--- config.mk ---
export PLATFORM = sky130hd
export DESIGN_NAME = dvsd_pd
export DESIGN_NICKNAME = d
export VERILOG_FILES = /design/src/rtl/dvsd_pkg.sv /design/src/rtl/dvsd_code_fifo.sv /design/src/rtl/dvsd_pd.sv
export SDC_FILE = /design/constraint.sdc
export NUM_CORES = 1
export LEC_CHECK = 0
export ABC_AREA = 1
export BUFFER_PORTS_ARGS = -buffer_cell sky130_fd_sc_hd__buf_2
export CELL_PAD_IN_SITES_DETAIL_PLACEMENT = 0
export CELL_PAD_IN_SITES_GLOBAL_PLACEMENT = 1
export CORE_MARGIN = 2
export CORE_UTILIZATION = 25
export DETAILED_ROUTE_END_ITERATION = 16
export GPL_TIMING_DRIVEN = 0
export PLACE_DENSITY = 0.48
export SLEW_MARGIN = 0
export SYNTH_ARGS = -nofsm -noshare
export SYNTH_HDL_FRONTEND = slang
export SYNTH_HIERARCHICAL = 1
export SYNTH_SLANG_ARGS = --single-unit
--- constraint.sdc ---
create_clock -name clk -period 2.47 [get_ports clk]
set_clock_uncertainty 0.05 [all_clocks]
set_input_delay 0.6175 -clock clk [delete_from_list [all_inputs] [get_ports clk]]
set_output_delay 0.6175 -clock clk [all_outputs]
set_load 0.01 [all_outputs]
--- src/rtl/dvsd_pkg.sv ---
// Shared types and helpers for the dvsd priority-decoder receive path.
package dvsd_pkg;

    localparam int CODE_W   = 3;
    localparam int ONEHOT_W = 8;

    typedef enum logic [1:0] {
        ST_IDLE  = 2'd0,
        ST_DRIVE = 2'd1,
        ST_WAIT  = 2'd2
    } pd_state_t;

    function automatic logic [ONEHOT_W-1:0] decode_onehot(input logic [CODE_W-1:0] code);
        logic [ONEHOT_W-1:0] oh;
        oh       = '0;
        oh[code] = 1'b1;
        return oh;
    endfunction

endpackage

--- src/rtl/dvsd_code_fifo.sv ---
// Synchronous code queue; pointers wrap naturally because DEPTH is a power of two.
module dvsd_code_fifo
    import dvsd_pkg::*;
#(
    parameter int DEPTH = 4,
    parameter int WIDTH = CODE_W
) (
    input  logic                   clk,
    input  logic                   reset,
    input  logic                   push,
    input  logic                   pop,
    input  logic                   flush,
    input  logic [WIDTH-1:0]       din,
    output logic [WIDTH-1:0]       dout,
    output logic                   full,
    output logic                   empty,
    output logic [$clog2(DEPTH):0] count
);

    localparam int AW = $clog2(DEPTH);

    logic [WIDTH-1:0] mem [DEPTH];
    logic [AW-1:0]    wr_ptr;
    logic [AW-1:0]    rd_ptr;
    logic             do_push;
    logic             do_pop;

    assign full    = (count == (AW+1)'(DEPTH));
    assign empty   = (count == '0);
    assign do_push = push & ~full;
    assign do_pop  = pop & ~empty;
    assign dout    = mem[rd_ptr];

    always_ff @(posedge clk) begin
        if (reset || flush) begin
            wr_ptr <= '0;
            rd_ptr <= '0;
            count  <= '0;
        end else begin
            if (do_push) wr_ptr <= wr_ptr + 1'b1;
            if (do_pop)  rd_ptr <= rd_ptr + 1'b1;
            case ({do_push, do_pop})
                2'b10:   count <= count + 1'b1;
                2'b01:   count <= count - 1'b1;
                default: count <= count;
            endcase
        end
    end

    // Storage is not reset: a slot is only read after it has been written.
    always_ff @(posedge clk) begin
        if (do_push) mem[wr_ptr] <= din;
    end

endmodule

--- src/rtl/dvsd_pd.sv ---
// Sequential 3-to-8 decoder: queues encoder codes and presents each as a held one-hot.
//   state    | meaning
//   ST_IDLE  | nothing driven; pops the queue head when enabled and non-empty
//   ST_DRIVE | one-hot held for the minimum hold time; ack ignored
//   ST_WAIT  | one-hot held until out_ack retires it
module dvsd_pd
    import dvsd_pkg::*;
#(
    parameter int DEPTH = 4,
    parameter int HOLD  = 2
) (
    input  logic                clk,
    input  logic                reset,
    input  logic                en,
    input  logic [CODE_W-1:0]   code_in,
    input  logic                gs_in,
    output logic                code_rdy,
    output logic [ONEHOT_W-1:0] out,
    output logic                out_valid,
    input  logic                out_ack,
    output logic                eno,
    output logic                ovf
);

    localparam int HW = (HOLD > 1) ? $clog2(HOLD) : 1;
    localparam logic [HW-1:0] HOLD_INIT = HW'(HOLD - 1);

    pd_state_t                 state, state_nxt;
    logic [ONEHOT_W-1:0]       out_nxt;
    logic                      valid_nxt;
    logic [HW-1:0]             hold_cnt, hold_nxt;
    logic                      ovf_nxt;
    logic                      pop;
    logic                      push;
    logic                      fifo_full;
    logic                      fifo_empty;
    logic [CODE_W-1:0]         head;
    logic [$clog2(DEPTH):0]    fifo_count;

    assign code_rdy = ~fifo_full;
    assign push     = en & gs_in & code_rdy;
    assign eno      = en & (fifo_count == '0) & (state == ST_IDLE);

    dvsd_code_fifo #(
        .DEPTH (DEPTH),
        .WIDTH (CODE_W)
    ) u_fifo (
        .clk   (clk),
        .reset (reset),
        .push  (push),
        .pop   (pop),
        .flush (~en),
        .din   (code_in),
        .dout  (head),
        .full  (fifo_full),
        .empty (fifo_empty),
        .count (fifo_count)
    );

    always_comb begin
        state_nxt = state;
        out_nxt   = out;
        valid_nxt = out_valid;
        hold_nxt  = hold_cnt;
        pop       = 1'b0;
        ovf_nxt   = ovf | (en & gs_in & fifo_full);

        if (!en) begin
            state_nxt = ST_IDLE;
            out_nxt   = '0;
            valid_nxt = 1'b0;
        end else begin
            case (state)
                ST_IDLE: begin
                    if (!fifo_empty) begin
                        pop       = 1'b1;
                        out_nxt   = decode_onehot(head);
                        valid_nxt = 1'b1;
                        hold_nxt  = HOLD_INIT;
                        state_nxt = ST_DRIVE;
                    end else begin
                        out_nxt   = '0;
                        valid_nxt = 1'b0;
                    end
                end
                ST_DRIVE: begin
                    if (hold_cnt == '0) state_nxt = ST_WAIT;
                    else                hold_nxt  = hold_cnt - 1'b1;
                end
                ST_WAIT: begin
                    // Back-to-back reload keeps out_valid high across indices.
                    if (out_ack) begin
                        if (!fifo_empty) begin
                            pop       = 1'b1;
                            out_nxt   = decode_onehot(head);
                            valid_nxt = 1'b1;
                            hold_nxt  = HOLD_INIT;
                            state_nxt = ST_DRIVE;
                        end else begin
                            out_nxt   = '0;
                            valid_nxt = 1'b0;
                            state_nxt = ST_IDLE;
                        end
                    end
                end
                default: begin
                    out_nxt   = '0;
                    valid_nxt = 1'b0;
                    state_nxt = ST_IDLE;
                end
            endcase
        end
    end

    always_ff @(posedge clk) begin
        if (reset) begin
            state     <= ST_IDLE;
            out       <= '0;
            out_valid <= 1'b0;
            hold_cnt  <= '0;
            ovf       <= 1'b0;
        end else begin
            state     <= state_nxt;
            out       <= out_nxt;
            out_valid <= valid_nxt;
            hold_cnt  <= hold_nxt;
            ovf       <= ovf_nxt;
        end
    end

endmodule

-- After elaboration in Yosys (flattened, before gate mapping)
Memories as Yosys holds them, arrays and structs flattened. A register that Yosys moved wholly into a read port is not among the register bits.
Cells that the tools add are included.
- register bits after elaboration: 20
- bits in latches: 0
- RAM bits: 12
- bits in read-only memories: 0
- bits of input ports: 8
- output and inout bits: 12
- logic and storage cells: 71
- memories: 1
- memories (memory ; depth ; width ; read ports ; clocked after Yosys merged registers in ; wr ports ; line ; source):
    u_fifo.mem ; 4 ; 3 ; 1 ; 1 ; 1 ; dvsd_code_fifo.sv:22 ; logic [WIDTH-1:0] mem [DEPTH];
- $add $sub $neg: 5
- $mul: 0
- div/mod/pow operators: 0
- order comparisons: 2
- equality and inequality tests: 8
- shift operators: 0
- muxes and demuxes: 25
- bitwise gates (word level): 12
- reduce and logical (&&, ||, !) cells: 10
- operators with widths (operator ; count):
    $pmux W8 S3 ; 1
    $mux W8 ; 2
    $mux W1 ; 11
    $mux W2 ; 5
    $and A1 B1 Y1 ; 7
    $ne A2 B2 Y1 const B ; 3
    $pmux W1 S3 ; 2
    $pmux W2 S3 ; 1
    $pmux W3 S2 ; 1
    $reduce_and A3 Y1 ; 2
    $add A2 B1 Y2 const B ; 2
    $eq A2 B1 Y1 const B ; 2
    $eq A2 B2 Y1 const B ; 2
    $lt A3 B4 Y1 const B ; 1
    $not A1 Y1 ; 4
    $add A3 B1 Y3 const B ; 1
    $demux W1 S3 ; 1
    $eq A3 B3 Y1 const B ; 1
    $ge A3 B1 Y1 const B ; 1
    $logic_not A3 Y1 ; 1
    $reduce_bool A3 Y1 ; 1
    $sub A3 B1 Y3 const B ; 1
    $logic_not A2 Y1 ; 1
    $pmux W1 S2 ; 1
    7 further kinds ; 7

-- Depth between registers and ports, before layout
- word-level depth: 8
- gate-level depth with buffers: 19
- gate-level depth less buffers: 19

-- Cells and area by module
The synthesis kept the hierarchy.
- modules (own cells, without submodules) (module ; instances ; cells an instance ; area each (sq um) ; sequential area each (sq um)):
    dvsd_code_fifo ; 1 ; 100 ; 940.9 ; 540.5
    dvsd_pd ; 1 ; 82 ; 605.6 ; 260.2

-- Worst setup path after synthesis
Ideal clock, no wire load.
- kind: in2reg
- start point: in out_ack
- end point: reg u_fifo.count[2]
- library setup time: 0.113 ns
- data arrival time: 1.954 ns
- data required time: 2.307 ns
- setup slack: 0.353 ns
- cell stages on the path: 15
- buffers on the path: 0
- path through: inv_1 -> nand2_1 -> nand3_1 -> inv_1 -> nand2_2 -> inv_1 -> ha_1 -> inv_1 -> fa_1 -> inv_1 -> nand2_1 -> nand3_1 -> nand2_1 -> nand2_1 -> nor2_1
- longest elaborated chain between the ends: 6
- elaborated cells between the ends (all ways): 8
- classes of those cells: 2 x eq/ne; 4 x mux; 1 x bitwise; 1 x reduce/logical
- ends and longest elaborated chain (item ; line ; source):
    start, declared ; dvsd_pd.sv:20 ; input logic out_ack,
    $mux W1 * ; dvsd_pd.sv:92 ; if (out_ack) begin
    $pmux W1 S2 * ; dvsd_pd.sv:73 ; case (state)
    $mux W1 * ; dvsd_pd.sv:68 ; if (!en) begin
    via pop ; dvsd_pd.sv:33 ; logic pop;
    $and A1 B1 Y1 * ; dvsd_code_fifo.sv:31 ; assign do_pop = pop & ~empty;
    via u_fifo.do_pop ; dvsd_code_fifo.sv:26 ; logic do_pop;
    $eq A2 B1 Y1 or $eq A2 B2 Y1 (tied branches) ; dvsd_code_fifo.sv:42 ; case ({do_push, do_pop})
    $pmux W3 S2 or $reduce_bool A2 Y1 (tied branches) ; - ;
    end signal, assigned ; dvsd_code_fifo.sv:43 ; 2'b10: count <= count + 1'b1;
    end signal, assigned ; dvsd_code_fifo.sv:44 ; 2'b01: count <= count - 1'b1;
    end signal, assigned ; dvsd_code_fifo.sv:45 ; default: count <= count;
    end, declared ; dvsd_code_fifo.sv:17 ; output logic [$clog2(DEPTH):0] count
Mark *: on every way through the listed nets, which the timed path passes. The rest lies on a longest branch.
A chain may end at the register's enable or synchronous reset.

-- Final worst setup path
- start point: reg u_fifo.count[1]
- end point: reg u_fifo.count[2]
- longest elaborated chain between the ends: 8
- elaborated cells between the ends (all ways): 17
- classes of those cells: 2 x add/sub; 3 x eq/ne; 5 x mux; 5 x bitwise; 2 x reduce/logical
- ends and longest elaborated chain (item ; line ; source):
    $logic_not A3 Y1 * ; dvsd_code_fifo.sv:29 ; assign empty = (count == '0);
    via fifo_empty ; dvsd_pd.sv:36 ; logic fifo_empty;
    $mux W1 * ; dvsd_pd.sv:75, dvsd_pd.sv:93 ;
    $mux W1 ; dvsd_pd.sv:92 ;
    $pmux W1 S2 * ; dvsd_pd.sv:73 ;
    $mux W1 * ; dvsd_pd.sv:68 ;
    via pop ; dvsd_pd.sv:33 ;
    $and A1 B1 Y1 * ; dvsd_code_fifo.sv:31 ;
    via u_fifo.do_pop ; dvsd_code_fifo.sv:26 ;
    $eq A2 B1 Y1 or $eq A2 B2 Y1 (tied branches) ; dvsd_code_fifo.sv:42 ;
    $pmux W3 S2 or $reduce_bool A2 Y1 (tied branches) ; - ;
Marked as above.

==> flow_metrics.tcl <==
set metrics [dict create \
    drtAntennaViolNets 0 \
    p_leak_uw 0.0007911 \
    crit_path_start_kind "flop" \
    vdd_drop_max_mv 0.2126 \
    rr_endpoint "u_fifo/count[2]$_SDFFE_PP0P_" \
    cts_max_path_buffers 2 \
    dp_cells 276 \
    cts_tree "done" \
    fp-row-count 28 \
    fp.dieW_um 82.65 \
    clockRootBuffer "clkbuf_8" \
    period_minus_slack_ns 2.213 \
    crit_chain "nor2_2 -> nand2_2 -> inv_1 -> inv_1 -> nand2_2 -> inv_2 -> nand3_2 -> inv_2 -> nand2_2 -> inv_1 -> ha_1 -> inv_1 -> fa_1 -> inv_1 -> nand2_1 -> nand3_1 -> nand2_1 -> nand2_1 -> nor2_1" \
    rsz0062_at_grt "no" \
    max_slew_margin_pct 73.28 \
    routabilityCongestion 0.7306 \
    synth_area_sq_um 1546 \
    critical_path_depth 19 \
    hpwl_um 2495 \
    grt_pass1_vias 1198 \
    setup_violations 0 \
    ys_types 22 \
    cts_buffers 5 \
    initial_utilization_pct 25.97 \
    grt_overflow_total 0 \
    fin_util_pct 30.69 \
    cp_slowest_cell "dfxtp_1" \
    power_density_nw_per_um2 580.3 \
    cts_max_level 2 \
    cp-endpoint "u_fifo/count[2]$_SDFFE_PP0P_" \
    drc_errors 0 \
    worstPathMaxFanout 4 \
    cpPeakStageDelay_ns 0.39 \
    hp-class "flop to flop" \
    min_period_over_period_pct 89.58 \
    ys_ff_latch 34 \
    io_pins 20 \
    reg2reg_depth 19 \
    end_kind "flop" \
    firstDrtPassIters 4 \
    outcome "finished clean" \
    r2r-start "u_fifo/count[1]$_SDFFE_PP0P_" \
    crit_family "simple AND/OR/NAND/NOR gates" \
    viasPerCell 4.261 \
    tns_ns 0 \
    diodes 0 \
    area_growth_pct 18.20 \
    slew_viol_final 0 \
    grt_antenna_before_repair 0 \
    arrival_ns 2.35 \
    vias 1210 \
    critPathKind "flop to flop" \
    post_cts_buffers 0 \
    portBuffers 19 \
    syn_nets 196 \
    cp-startpoint "u_fifo/count[1]$_SDFFE_PP0P_" \
    fp.dieArea_sq_um 6831 \
    max_cap_viol_count 0 \
    synthCells 182 \
    avgRoutedWirePerCell_um 11.34 \
    grt_pass1_wl_um 5547 \
    layout-drive-gt1-share_pct 22.49 \
    clock_sink_count 34 \
    grt_max_degree 12 \
    final_nets 222 \
    reg2reg_slack_ns 0.26 \
    worst_path_most_repeated_cell "inv_1" \
    yosysWarnings 6 \
    path_buf_inv 7 \
    drtIter0Drc 77 \
    postSynthAreaPerCell_sq_um 8.497 \
    fin_cells 284 \
    coreArea_sq_um 5956 \
    die_h_um 82.65 \
    grt_use_total_pct 11.16 \
    clkTransAtPathRegs_ns 0.07 \
    routed_wl_um 3221 \
    clk_latency_ns 0.29 \
    fmax_mhz 452.0 \
    tightest_slew_ns 0.3993 \
    ys_seq_area_share_pct 51.78 \
    hold_violations 0 \
    critPathRequiredTime_ns 2.60 \
]
[through the flow]
stage / hold WS [ns] / total power [uW] / worst slack (ns) / area, sq um
2_1_floorplan: 0.3779 / 647.0 / 0.3527 / 1546
3_3_place_gp: 0.3970 / 670.0 / 0.02307 / 1735
3_5_place_dp: 0.3960 / 671.4 / -0.001190 / 1735
4_1_cts: 0.4071 / 1080 / 0.1221 / 1821
5_1_grt: 0.4400 / 1114 / 0.01492 / 1828
6_report: 0.3986 / 1061 / 0.2575 / 1828
[power breakdown]
group	total (uW)	internal, uW	switching [uW]
sequential	590	586	4.01
combinational	69.0	22.5	46.5
clock	402	193	209
total	1060	801	259
[worst register-to-register path, delay by kind of cell, from the launching register on]
kind / cells / cell delay [ns]
adders and majority gates: 2 / 0.54
and+or+nand+nor: 10 / 0.70
buffers and inverters: 7 / 0.45
DFF: 1 / 0.39
[registers in the layout, indices dropped and copies added (netlist names), named ones only]
| register | count |
|---|---|
| u_fifo/mem | 12 |
| out | 8 |
| u_fifo/count | 3 |
| state | 2 |
| u_fifo/rd_ptr | 2 |
| u_fifo/wr_ptr | 2 |
| hold_cnt | 1 |
| out_valid | 1 |
| ovf | 1 |
[cell families (layout without fill, tap and decap cells)]
| logic type | Yosys count | in the layout | share of synthesized area (%) |
|---|---|---|---|
| AND/OR/NAND/NOR | 79 | 79 | 23.63 |
| flip-flops | 34 | 34 | 51.78 |
| buffers and inverters | 34 | 61 | 8.738 |
| AO/OA/AOI/OAI | 29 | 29 | 10.52 |
| adder cells (fa/ha/maj) | 6 | 6 | 5.340 |
[placed cells by master, fill, tap and decap left out]
cell type    n
o21ai_1      3
o22ai_1      3
ha_1         5
a21oi_1     10
nor2_1      24
inv_2        3
nor2_2       2
clkinv_1     1
nand2_2      7
nand3_1     14
nor4_1       1
or2_2        1
nand3_2      1
a21oi_2      3
fa_1         1
nand2_1     25
buf_6        1
and3_1       1
inv_1       30
clkbuf_8     5
nand2_4      3
buf_2       19
dfxtp_1     22
edfxtp_1    12
clkinv_2     1
clkinvlp_4   1
o21a_1       1
o21ai_0      9
[repair_timing]
action | CTS | global route
gates resized for setup | 0 | 4
setup endpoints to repair | 0 | 1
hold buffers | 0 | 0
[worst min path at each step]
stage / slack (ns) / endpoint / startpoint / depth (start not counted)
after global routing: 0.44 / hold_cnt$_SDFFE_PP0P_ / hold_cnt$_SDFFE_PP0P_ / 2
final: 0.40 / hold_cnt$_SDFFE_PP0P_ / hold_cnt$_SDFFE_PP0P_ / 2
after floorplan: 0.38 / hold_cnt$_SDFFE_PP0P_ / hold_cnt$_SDFFE_PP0P_ / 2
after global placement: 0.40 / hold_cnt$_SDFFE_PP0P_ / hold_cnt$_SDFFE_PP0P_ / 2
after detailed placement: 0.40 / hold_cnt$_SDFFE_PP0P_ / hold_cnt$_SDFFE_PP0P_ / 2
after CTS: 0.41 / hold_cnt$_SDFFE_PP0P_ / hold_cnt$_SDFFE_PP0P_ / 2
[cell usage after synthesis (all sizes together)]
cell	instances	area, sq um
nand2	35	168.9
inv	33	123.9
nor2	26	102.6
dfxtp	22	440.4
nand3	15	75.07
a21oi	13	76.33
edfxtp	12	360.4
o21ai	12	60.05
ha	5	62.56
o22ai	3	18.77
and3	1	6.260
buf	1	11.26
fa	1	20.02
nor4	1	6.260
o21a	1	7.510
or2	1	6.260
[cell type report]
class	count	area [sq um]
plain buffers	1	11.26
clock buffers	5	68.82
clock inverters	3	16.27
fillers	658	4128
inverters	33	123.9
multi-input cells	114	618.1
flip-flops and latches	34	800.8
well taps	75	93.84
repair buffers	19	95.09
[metal layers]
metal  track usage [%]  vias up  share of wire (%)
met5                 0        -                  0
met4             6.393        0                2.3
met3             3.261        7                3.8
met2             17.66       21                 45
met1             13.48      552                 49
li1                  -      630                  -
No activity file was read; power rests on OpenSTA's default activity.
